<file path="config.mk">
export PLATFORM = sky130hd
export DESIGN_NAME = adder_arbiter
export DESIGN_NICKNAME = d
export VERILOG_FILES = /design/src/rtl/adder_arbiter.sv
export SDC_FILE = /design/constraint.sdc
export NUM_CORES = 1
export LEC_CHECK = 0
export BUFFER_PORTS_ARGS = -buffer_cell sky130_fd_sc_hd__clkbuf_2
export CORE_MARGIN = 5
export CORE_UTILIZATION = 42
export CTS_CLUSTER_SIZE = 8
export DETAILED_ROUTE_END_ITERATION = 10
export PLACE_DENSITY = 0.73
export SLEW_MARGIN = 20
export SYNTH_ARGS = -nofsm -noshare
export SYNTH_HDL_FRONTEND = slang
export SYNTH_SLANG_ARGS = --single-unit
</file>
<file path="constraint.sdc">
create_clock -name clk -period 3.44 [get_ports clk]
set_clock_uncertainty 0.1 [all_clocks]
set_input_delay 0.172 -clock clk [delete_from_list [all_inputs] [get_ports clk]]
set_output_delay 0.172 -clock clk [all_outputs]
set_load 0.005 [all_outputs]
</file>
<file path="src/rtl/adder_arbiter.sv">
// Two-requester arbiter in front of a single shared ripple-carry adder.
// Round-robin grant on conflict, one result held until the consumer takes it.

module ripple_adder #(
  parameter int unsigned WIDTH = 8
) (
  input  logic [WIDTH-1:0] a,
  input  logic [WIDTH-1:0] b,
  input  logic             cin,
  output logic [WIDTH-1:0] sum,
  output logic             overflow
);

  logic [WIDTH:0] carry;

  always_comb begin
    carry    = '0;
    sum      = '0;
    carry[0] = cin;
    for (int unsigned i = 0; i < WIDTH; i++) begin
      sum[i]     = a[i] ^ b[i] ^ carry[i];
      carry[i+1] = (a[i] & b[i]) | (carry[i] & (a[i] ^ b[i]));
    end
  end

  // Signed overflow: carry into the MSB differs from carry out of it.
  assign overflow = carry[WIDTH] ^ carry[WIDTH-1];

endmodule

module adder_arbiter #(
  parameter int unsigned WIDTH = 8
) (
  input  logic             clk,
  input  logic             reset_n,
  input  logic             req0_valid,
  input  logic [WIDTH-1:0] req0_a,
  input  logic [WIDTH-1:0] req0_b,
  input  logic             req0_cin,
  output logic             req0_ready,
  input  logic             req1_valid,
  input  logic [WIDTH-1:0] req1_a,
  input  logic [WIDTH-1:0] req1_b,
  input  logic             req1_cin,
  output logic             req1_ready,
  output logic             rsp_valid,
  input  logic             rsp_ready,
  output logic [WIDTH-1:0] rsp_sum,
  output logic             rsp_overflow,
  output logic             rsp_id
);

  typedef enum logic {IDLE, RESP} state_t;

  state_t           state;
  state_t           next_state;
  logic [WIDTH-1:0] op_a;
  logic [WIDTH-1:0] op_b;
  logic             op_cin;
  logic             last_grant;
  logic             grant_id;
  logic             accept;

  always_ff @(posedge clk or negedge reset_n) begin
    if (!reset_n) begin
      state      <= IDLE;
      op_a       <= '0;
      op_b       <= '0;
      op_cin     <= 1'b0;
      rsp_id     <= 1'b0;
      last_grant <= 1'b1;
    end else begin
      state <= next_state;
      if (accept) begin
        op_a       <= grant_id ? req1_a   : req0_a;
        op_b       <= grant_id ? req1_b   : req0_b;
        op_cin     <= grant_id ? req1_cin : req0_cin;
        rsp_id     <= grant_id;
        last_grant <= grant_id;
      end
    end
  end

  // Ready is gated by reset_n so both requesters see ready low throughout reset.
  always_comb begin
    next_state = state;
    req0_ready = 1'b0;
    req1_ready = 1'b0;
    rsp_valid  = 1'b0;
    accept     = 1'b0;
    grant_id   = (req0_valid && req1_valid) ? ~last_grant : req1_valid;
    case (state)
      IDLE: begin
        accept     = (req0_valid || req1_valid) && reset_n;
        req0_ready = accept && !grant_id;
        req1_ready = accept && grant_id;
        if (accept) next_state = RESP;
      end
      RESP: begin
        rsp_valid = 1'b1;
        if (rsp_ready) next_state = IDLE;
      end
      default: next_state = IDLE;
    endcase
  end

  ripple_adder #(.WIDTH(WIDTH)) u_adder (
    .a        (op_a),
    .b        (op_b),
    .cin      (op_cin),
    .sum      (rsp_sum),
    .overflow (rsp_overflow)
  );

endmodule

</file>
# After elaboration in Yosys (flattened, before gate mapping)
# Index checks and enable logic that the tools add are counted.
dict set report classes {
  mux 11
  n_reduce_logical 6
  bitwise 43
}
# cell n
set op_table {}
lappend op_table {{$xor 1x1->1} 17}
lappend op_table {{$and 1x1->1} 16}
lappend op_table {{$mux 8} 2}
lappend op_table {{$mux 1} 8}
lappend op_table {{$or 1x1->1} 8}
lappend op_table {{$logic_and 1x1->1} 4}
lappend op_table {{$not 1->1} 2}
lappend op_table {{$pmux 1 s2} 1}
lappend op_table {{$logic_not 1->1} 1}
lappend op_table {{$logic_or 1x1->1} 1}
dict set report totals {
  wordCells 66
  input_bits 39
  ff_bits 20
  output_inout_bits 13
}

# Longest topological paths before layout
# Gate-level depths: netlist of run 1.
dict set report depth {
  word_depth 18
  depth_mapped 11
  ltp_nobuf 11
}

# Cells and area by module
# A second synthesis of run 1 with hierarchy kept.
dict set report unflattened {
  cells_unflattened 87
  area_unflattened_um2 1153.6
}
# module area_each_um2 n_inst seq_area_each_um2 cells_each
set by_module_without_submodules {}
lappend by_module_without_submodules {adder_arbiter 965.9 1 501.7 73}
lappend by_module_without_submodules {ripple_adder 187.7 1 0.0 14}

# Worst setup path before layout of run 1
# OpenSTA, ideal clock, no wires.
dict set report synth_path {
  path_kind {register to output}
  from {register op_a[0]}
  to {output port rsp_overflow}
  slack_ns -0.334
  required_time_ns 3.168
  stages_incl_launch_ff 12
  path_buffers 0
  arrival_ns 3.502
  path_cell_list {dfrtp_1 -> fa_1 -> inv_1 -> fa_1 -> inv_1 -> fa_1 -> fa_1 -> fa_1 -> fa_1 -> fa_1 -> fa_1 -> xor2_1}
}
dict set report synth_via {
  elab_chain_cells 18
  word_cells_on_any_way 19
  cone_classes {bitwise: 19}
}
# element line_no
set synth_lines {}
lappend synth_lines {{start: declaration} 57} ;# logic [WIDTH-1:0] op_a;
lappend synth_lines {{start signal: assignment} 75} ;# op_a <= grant_id ? req1_a : req0_a;
lappend synth_lines {{$xor 1x1->1} 22} ;# carry[i+1] = (a[i] & b[i]) | (carry[i] & (a[i] ^ b[i]));
lappend synth_lines {{$and 1x1->1} 22}
lappend synth_lines {{$or 1x1->1 (*)} 22}
lappend synth_lines {{$and 1x1->1 (*)} 22}
lappend synth_lines {{$or 1x1->1 (*)} 22}
lappend synth_lines {{$and 1x1->1 (*)} 22}
lappend synth_lines {{$or 1x1->1 (*)} 22}
lappend synth_lines {{$and 1x1->1 (*)} 22}
lappend synth_lines {{[... 2 more ...]} -}
lappend synth_lines {{$or 1x1->1 (*)} 22}
lappend synth_lines {{$and 1x1->1 (*)} 22}
lappend synth_lines {{$or 1x1->1 (*)} 22}
lappend synth_lines {{$and 1x1->1 (*)} 22}
lappend synth_lines {{$or 1x1->1 (*)} 22}
lappend synth_lines {{$and 1x1->1} 22}
lappend synth_lines {{$or 1x1->1} 22}
lappend synth_lines {{$xor 1x1->1 (*)} 27} ;# assign overflow = carry[WIDTH] ^ carry[WIDTH-1];
lappend synth_lines {{end: declaration} 49} ;# output logic rsp_overflow,
# Mark *: on every way between the ends. The rest lies on a longest branch, timed or not.

# Final worst setup path of run 1
dict set report layout_path {
  from {register op_a[0]}
  to {output port rsp_sum[7]}
}
dict set report layout_via {
  elab_chain_cells 16
  word_cells_on_any_way 17
  cone_classes {bitwise: 17}
}
# element line_no
set layout_lines {}
lappend layout_lines {{$xor 1x1->1} 22}
lappend layout_lines {{$and 1x1->1} 22}
lappend layout_lines {{$or 1x1->1 (*)} 22}
lappend layout_lines {{$and 1x1->1 (*)} 22}
lappend layout_lines {{$or 1x1->1 (*)} 22}
lappend layout_lines {{$and 1x1->1 (*)} 22}
lappend layout_lines {{$or 1x1->1 (*)} 22}
lappend layout_lines {{$and 1x1->1 (*)} 22}
lappend layout_lines {{$or 1x1->1 (*)} 22}
lappend layout_lines {{$and 1x1->1 (*)} 22}
lappend layout_lines {{$or 1x1->1 (*)} 22}
lappend layout_lines {{$and 1x1->1 (*)} 22}
lappend layout_lines {{$or 1x1->1 (*)} 22}
lappend layout_lines {{$and 1x1->1 (*)} 22}
lappend layout_lines {{$or 1x1->1 (*)} 22}
lappend layout_lines {{$xor 1x1->1 (*)} 21} ;# sum[i] = a[i] ^ b[i] ^ carry[i];
lappend layout_lines {{end: declaration} 48} ;# output logic [WIDTH-1:0] rsp_sum,
# Marked as above.

==> impl_metrics.tcl, run 1 <==
set metrics [dict create \
    gp_congestion 0.754 \
    syn-num-nets 134 \
    grt_max_degree 22 \
    antenna_left 0 \
    p_leak_nw 0.821 \
    grt_usage 0.159 \
    netlist_area_um2 1150 \
    via_per_inst 5.44 \
    startpoint_type "flip-flop" \
    ff2ff_path_depth 3 \
    final.min_clock_period_ns 4.02 \
    grt_pass1_wl_um 5010 \
    dr.pass1.iters 4 \
    core-area_um2 2690 \
    finalInstanceArea_um2 1630 \
    clockRootBuffer "clkbuf_4" \
    cts.sinks 20 \
    end_kind "primary output" \
    synth_top_area_frac 0.412 \
    hold_class "input port to flip-flop" \
    fin_hold_ws_ns 0.0148 \
    setup_tns_ns -1.38 \
    setup_violations 3 \
    layout_commonest_cell "clkbuf_2" \
    clock_latency_ns 0.30 \
    hold_depth 2 \
    area_growth_pct 41.5 \
    grt_overflow 0 \
    period_share 1.17 \
    dr.first_iter.drc_count 50 \
    outcome "finished with violations" \
    max_slew.worst_pin.slew_ns 0.843 \
    crit_fanout 2 \
    syn_inst 87 \
    max_slew_margin 0.438 \
    grt_pass1_vias 1032 \
    dieArea_um2 3900 \
    insertedDiodeCount 0 \
    peakVddDrop_mv 0.371 \
    die_w_um 62.4 \
    syn_avg_cell_area_um2 13.3 \
    drc_errors 0 \
    antenna_found_initial 0 \
    numCtsBuffers 3 \
    yosys_register_bits 20 \
    die_y_um 62.4 \
    finalWorstSetupSlack_ns -0.579 \
    fmax_mhz 249 \
    ys_seq_area_frac 0.435 \
    rrSetupSlack_ns 1.71 \
    cts.path.max_buffers 2 \
    r2r-start "state" \
    rsz0062_at_grt "true" \
    maxSlewViolCount 0 \
    io_buffers 51 \
    cp.arrival_ns 3.75 \
    synth_area_leaders "dfrtp_1 41%, a221o_1 15%, fa_1 14%" \
    hpwl_um 2170 \
    final_cell_mix "50 x clkbuf_2, 19 x dfrtp_1, 17 x a221o_1, 17 x dlygate4sd3_1, 13 x and4_1" \
    htreeDepth 1 \
    cp_data_required_time_ns 3.17 \
    drive_gt1_frac 0.487 \
    cts_tree "yes" \
    r2r-end "op_b[0]" \
    setup.worst_path.start "op_a[0]" \
    violations "negative setup slack" \
    powerDensity_nw_per_um2 558 \
    yosysTopAreaCell "dfrtp_1" \
    drt_wl_total_um 2970 \
    ios 52 \
    place_ws_ns -0.304 \
    crit_end "rsp_sum[7]" \
    initial_core_util 0.429 \
    maxCapViolations 0 \
    clk_pin_slew_ns 0.11 \
    dp_cells 162 \
    hold_violations 0 \
    yosys_warnings 0 \
    vias 1007 \
    crit_type "flip-flop to primary output" \
    wl_per_cell_um 16.0 \
    fin_cells 185 \
    nets 202 \
    num_rows 19 \
    yosysUniqueCellTypes 18 \
    placement.cell_area_um2 1410 \
]
-- Yosys cell counts, drive strengths merged --
| master | number |
|---|---|
| a21o | 2 |
| a221o | 17 |
| and3 | 2 |
| and4 | 17 |
| buf | 8 |
| clkbuf | 1 |
| dfrtp | 19 |
| dfstp | 1 |
| fa | 8 |
| inv | 6 |
| nand2 | 1 |
| nand2b | 1 |
| nor2b | 1 |
| o21ai | 2 |
| xor2 | 1 |
-- state kept, by name (all words and copies together) (netlist names) --
register and cells:
op_a 8, last_grant 1, op_b 8, rsp_id 1, state 1, op_cin 1
-- kinds of logic after synthesis --
kind of cell               synth area share
AOI/OAI and AO/OA                     0.172
buffers and inverters                0.0792
and+or+nand+nor                       0.167
DFF                                   0.435
adders and majority gates             0.139
xor gates and xnor gates            0.00759
-- stage by stage --
stage,utilization,total power [mW]
floorplan,-,0.577
global placement,0.525,0.736
detailed placement,0.525,0.760
CTS,0.605,0.922
global route,0.608,0.988
finish,0.608,0.911
-- cell type report --
cell class | count | area (µm²)
Fill cell | 233 | 1050
Multi-Input combinational cell | 52 | 578
Sequential cell | 20 | 502
Timing Repair Buffer | 72 | 455
Tap cell | 31 | 38.8
Clock buffer | 4 | 36.3
Inverter | 6 | 22.5
-- report_power, final --
part	internal [mW]	switching (mW)
combinational	0.239	0.180
sequential	0.298	0.0565
clock	0.0646	0.0724
-- routing by layer --
layer	GRT usage	wire, µm	vias up
li1	-	-	475
met1	0.210	1290	498
met2	0.255	1490	30
met3	0.0360	156	4
met4	0.0557	38	0
met5	0	0	-
-- what timing repair did --
action / 4_1_cts / 5_1_grt
resized for setup: 1 / 1
setup endpoints to repair: 3 / 3
endpoints found under the hold margin: 35 / 0
pin swaps: 1 / 0
buffers inserted: 1 / 1
hold buffers: 17 / 0
-- critical path, stage by stage (launching register included) --
cell	delay, ns
dfrtp_1	0.42
fa_2	0.39
inv_2	0.06
fa_1	0.15
inv_1	0.05
fa_2	0.33
fa_2	0.35
fa_2	0.35
fa_2	0.35
fa_2	0.37
fa_2	0.53
clkbuf_2	0.11
-- how the worst min path moves through the flow --
stage                   start  endpoint  slack [ns]
global placement      reset_n    rsp_id        0.07
CTS                 req1_a[3]   op_a[3]       0.005
finish              req1_a[3]   op_a[3]        0.01
floorplan             reset_n   op_a[0]       -0.22
detailed placement    reset_n   op_a[4]        0.08
global route        req1_a[3]   op_a[3]       0.009
Note: power is estimated with default switching activity, not from simulation.
==> inputs of run 2 (changes only) <==
--- a/config.mk
+++ b/config.mk
@@ -10,6 +10,7 @@
 export CORE_UTILIZATION = 42
 export CTS_CLUSTER_SIZE = 8
 export DETAILED_ROUTE_END_ITERATION = 10
+export GPL_TIMING_DRIVEN = 0
 export PLACE_DENSITY = 0.73
 export SLEW_MARGIN = 20
 export SYNTH_ARGS = -nofsm -noshare
==> impl_metrics.tcl, run 2 (synthesized netlist as in run 1, its figures left out) <==
set metrics [dict create \
    drc_errors 0 \
    fin_hold_ws_ns -0.00662 \
    slowest_stage "fa_2" \
    cp.arrival_ns 3.75 \
    fin_cells 181 \
    fmax_mhz 249 \
    htreeDepth 1 \
    grtUsageMet3 0.0414 \
    dr.first_iter.drc_count 9 \
    grt_usage 0.152 \
    cts.sinks 20 \
    peakVddDrop_mv 0.349 \
    grt_overflow 0 \
    dr.pass1.iters 2 \
    outcome "finished with violations" \
    finalInstanceArea_um2 1590 \
    nets 198 \
    die_w_um 62.4 \
    setup.worst_path.start "op_a[0]" \
    grt_pass1_vias 974 \
    hold_depth 2 \
    area_growth_pct 38.1 \
    maxCapViolations 0 \
    critPathBufInv 3 \
    powerDensity_nw_per_um2 593 \
    finalWorstSetupSlack_ns -0.582 \
    wl_per_cell_um 16.2 \
    insertedDiodeCount 0 \
    placement.cell_area_um2 1470 \
    cts.path.max_buffers 2 \
    ff2ff_path_depth 5 \
    antenna_found_initial 0 \
    violations "negative hold slack, negative setup slack" \
    num_rows 19 \
    p_leak_nw 0.815 \
    clock_latency_ns 0.30 \
    crit_fanout 2 \
    crit_end "rsp_sum[7]" \
    numCtsBuffers 3 \
    dieArea_um2 3900 \
    clockRootBuffer "clkbuf_4" \
    total_power_mw 0.944 \
    max_stage_delay_ns 0.53 \
    die_y_um 62.4 \
    grt_max_degree 22 \
    hold_violations 2 \
    place_ws_ns -0.316 \
    cts_tree "yes" \
    period_share 1.17 \
    grt_util_met1 0.197 \
    vias 971 \
    layout_commonest_cell "clkbuf_2" \
    r2r-end "op_a[6]" \
    max_slew.worst_pin.slew_ns 0.515 \
    crit_type "flip-flop to primary output" \
    cp_data_required_time_ns 3.17 \
    drt_wl_total_um 2940 \
    rsz0062_at_grt "true" \
    crit_family "adder cells" \
    gp_congestion 0.764 \
    top_usage_layer "met2" \
    setup_violations 3 \
    crit_top_cell "fa_2" \
    initial_core_util 0.429 \
    crit_chain "fa_2, inv_2, fa_1, inv_1, fa_2, fa_2, fa_2, fa_2, fa_2, fa_2, clkbuf_2" \
    maxSlewViolCount 0 \
    hpwl_um 2320 \
    final_cell_mix "50 x clkbuf_2, 19 x dfrtp_1, 17 x a221o_1, 13 x and4_1, 7 x fa_2" \
    grt_pass1_wl_um 4770 \
    via_per_inst 5.36 \
    hold_class "input port to flip-flop" \
    cp_num_cells 11 \
    drive_gt1_frac 0.540 \
    startpoint_type "flip-flop" \
    rrSetupSlack_ns 1.94 \
    multi_input_area_um2 578 \
    regArea_um2 502 \
    largest_registers "op_a (8), op_b (8)" \
    fillers 249 \
    clk_pin_slew_ns 0.12 \
    met2_usage 0.254 \
    max_slew_margin 0.657 \
    core-area_um2 2690 \
    ios 52 \
    end_kind "primary output" \
    r2r-start "state" \
    dp_cells 169 \
    antenna_left 0 \
    final.min_clock_period_ns 4.02 \
    io_buffers 51 \
]
-- run 2: report_power, final --
part / switching [mW] / internal, mW / total (mW)
registers: 0.0582 / 0.298 / 0.356
clock network: 0.0761 / 0.118 / 0.194
logic: 0.169 / 0.225 / 0.394
total: 0.303 / 0.641 / 0.944
-- run 2: metal layers --
metal  share of wire  vias up  wire [µm]
li1                -      468          -
met1            0.41      477       1210
met2            0.52       24       1540
met3           0.063        2        184
met4          0.0034        0         10
met5               0        -          0
-- run 2: how the worst min path moves through the flow --
stage / from / end / slack [ns]
4_1_cts: req1_b[2] / op_b[2] / 0.0005
6_report: req1_b[2] / op_b[2] / -0.007
2_1_floorplan: reset_n / op_a[0] / -0.22
5_1_grt: req1_b[5] / op_b[5] / 0.003
3_3_place_gp: reset_n / op_a[5] / 0.06
3_5_place_dp: reset_n / op_a[5] / 0.07
-- run 2: repair_timing --
action | CTS | global route
endpoints found under the hold margin | 23 | 1
setup buffers | 1 | 1
endpoints found under the setup margin | 3 | 3
pin swaps | 1 | 0
hold buffers | 5 | 1
gates resized for setup | 1 | 1
-- run 2: layout make-up --
type	instances	share of cell area
buffer	9	0.0432
sequential	20	0.315
clock buffer	3	0.0141
tap	31	0.0244
multi-input combinational	52	0.363
inverter	6	0.0141
clock inverter	1	0.0189
timing repair buffer	59	0.207
-- run 2: stage by stage --
stage	TNS, ns	utilization
floorplan	-0.185	-
global placement	-0.559	0.545
detailed placement	-0.622	0.545
CTS	-1.44	0.586
global route	-1.74	0.593
finish	-1.36	0.593
==> inputs of run 3 (changes only) <==
--- a/config.mk
+++ b/config.mk
@@ -7,12 +7,14 @@
 export LEC_CHECK = 0
 export BUFFER_PORTS_ARGS = -buffer_cell sky130_fd_sc_hd__clkbuf_2
 export CORE_MARGIN = 5
-export CORE_UTILIZATION = 42
+export CORE_UTILIZATION = 30
 export CTS_CLUSTER_SIZE = 8
 export DETAILED_ROUTE_END_ITERATION = 10
 export GPL_TIMING_DRIVEN = 0
-export PLACE_DENSITY = 0.73
+export PLACE_DENSITY = 0.54
 export SLEW_MARGIN = 20
 export SYNTH_ARGS = -nofsm -noshare
 export SYNTH_HDL_FRONTEND = slang
+export SYNTH_HIERARCHICAL = 1
 export SYNTH_SLANG_ARGS = --single-unit
+export TNS_END_PERCENT = 5
==> impl_metrics.tcl, run 3 <==
set metrics [dict create \
    outcome "finished with violations" \
    violations "negative setup slack" \
    grt_max_degree 22 \
    dr.pass1.iters 4 \
    numCtsBuffers 3 \
    finalWorstSetupSlack_ns -0.518 \
    netlist_area_um2 1150 \
    fin_hold_ws_ns 0.0446 \
    largest_registers "op_a (8), op_b (8)" \
    ys_async_sr_fraction 1.00 \
    via_per_inst 5.05 \
    htreeDepth 1 \
    nets 194 \
    dieArea_um2 5190 \
    cp_data_required_time_ns 3.17 \
    synth_common_cells "19 x dfrtp_1, 17 x a221o_1, 13 x and4_1" \
    grt_pass1_vias 1013 \
    clk_pin_slew_ns 0.07 \
    cp.arrival_ns 3.69 \
    core-area_um2 3690 \
    setup_tns_ns -1.17 \
    startpoint_type "flip-flop" \
    synth_top_family_by_area "compound AO/OA/AOI/OAI gates" \
    die_y_um 72.0 \
    yosysUniqueCellTypes 18 \
    gp_congestion 0.724 \
    clock_latency_ns 0.26 \
    grt_overflow 0 \
    fin_cells 194 \
    synth_area_leaders "dfrtp_1 41%, a221o_1 15%, fa_1 14%" \
    die_w_um 72.0 \
    synth_adder_area_share 0.139 \
    ys.flop_type "dfrtp_1" \
    insertedDiodeCount 0 \
    synth.most_common_cell "dfrtp_1" \
    peakVddDrop_mv 0.366 \
    maxCapViolations 0 \
    num_rows 22 \
    grt_pass1_wl_um 4990 \
    fmax_mhz 253 \
    final.min_clock_period_ns 3.96 \
    end_kind "primary output" \
    final_cell_mix "50 x clkbuf_2, 19 x dfrtp_1, 17 x a221o_1, 13 x and4_1, 7 x fa_2" \
    synth_top_area_frac 0.412 \
    synth_edf_count 0 \
    vias 980 \
    dp_cells 186 \
    synth-xor-area-share 0.00759 \
    crit_type "flip-flop to primary output" \
    wl_per_cell_um 16.2 \
    grt_usage 0.124 \
    max_slew_margin 0.646 \
    maxSlewViolCount 0 \
    period_share 1.15 \
    synthSimpleGateAreaFrac 0.167 \
    clockRootBuffer "clkbuf_8" \
    rsz0062_at_grt "true" \
    ys_seq_area_frac 0.435 \
    drc_errors 0 \
    place_ws_ns -0.423 \
    syn-num-nets 134 \
    hold_class "input port to flip-flop" \
    antenna_left 0 \
    yosysTopAreaCell "dfrtp_1" \
    ios 52 \
    hpwl_um 2440 \
    syn_inst 87 \
    setup_violations 3 \
    syn_avg_cell_area_um2 13.3 \
    crit_fanout 2 \
    synth.mux.area_fraction 0 \
    antenna_found_initial 0 \
    total_power_mw 0.931 \
    cts.path.max_buffers 2 \
    area_growth_pct 36.7 \
    drive_gt1_frac 0.555 \
    p_leak_nw 0.799 \
    hold_violations 0 \
    io_buffers 51 \
    layout_commonest_cell "clkbuf_2" \
    dr.first_iter.drc_count 59 \
    powerDensity_nw_per_um2 590 \
    max_slew.worst_pin.slew_ns 0.531 \
    cts.sinks 20 \
    cts_tree "yes" \
    yosys_warnings 6 \
    synth_compound_area_frac 0.172 \
    fillers 373 \
    yosys_register_bits 20 \
    initial_core_util 0.313 \
    drt_wl_total_um 3150 \
]
[run 3: cell counts after synthesis]
No cell type changed its count.
[run 3: where the power goes]
part / leakage [nW] / internal (mW) / total [mW] / switching, mW
Combinational: 0.524 / 0.226 / 0.398 / 0.172
Sequential: 0.246 / 0.299 / 0.353 / 0.0543
Clock: 0.0288 / 0.102 / 0.180 / 0.0777
Total: 0.799 / 0.626 / 0.931 / 0.304
[run 3: through the flow]
| step | cell area (µm²) | utilization |
|---|---|---|
| finish | 1580 | 0.427 |
| global route | 1580 | 0.427 |
| CTS | 1570 | 0.425 |
| detailed placement | 1480 | 0.402 |
| global placement | 1480 | 0.402 |
| floorplan | 1170 | - |
[run 3: worst paths after layout]
check / startpoint / to / slack (ns) / depth (start not counted)
worst max-delay path: op_a[0] / rsp_sum[7] / -0.52 / 11
worst min-delay path: req1_b[5] / op_b[5] / 0.04 / 2
worst max register to register: state / op_a[2] / 1.93 / 5
worst min register to register: rsp_id / rsp_id / 0.39 / 1
max in group asynchronous: reset_n / last_grant / 2.55 / 2
min in group asynchronous: reset_n / op_cin / 0.32 / 2
[run 3: layout make-up]
class,instances,area [µm²],share of cell area
timing repair buffer,55,290,0.184
inverter,6,22.5,0.0143
buffer,9,68.8,0.0437
sequential,20,502,0.318
multi-input combinational,52,578,0.367
tap,48,60.1,0.0381
clock buffer,4,55.1,0.0349
[run 3: logic make-up (layout without fill, tap and decap cells)]
group,count (synthesis),count (layout)
buf+inv,15,74
xor+xnor,1,1
compound gates,21,21
simple gates,22,22
fa+ha+maj,8,8
flops,20,20
[run 3: layer usage]
| layer | wire length [µm] | global-route usage |
|---|---|---|
| met4 | 0 | 0.0125 |
| met1 | 1470 | 0.168 |
| met2 | 1380 | 0.199 |
| met3 | 294 | 0.0429 |
| met5 | 0 | 0 |
[run 3: repair_timing]
item / CTS / global route
hold endpoints to repair: 20 / 0
gates resized for setup: 3 / 1
setup buffers: 1 / 1
hold buffers: 2 / 0
pin swaps: 1 / 0
setup endpoints to repair: 3 / 3
cloned: 0 / 0
[run 3: critical path, stage by stage, from the launching register on]
cell and delay, ns:
dfrtp_1 0.40, fa_2 0.40, inv_2 0.06, fa_1 0.15
inv_1 0.05, fa_2 0.33, fa_2 0.34, fa_2 0.34
fa_2 0.35, fa_2 0.37, fa_2 0.53, clkbuf_2 0.10
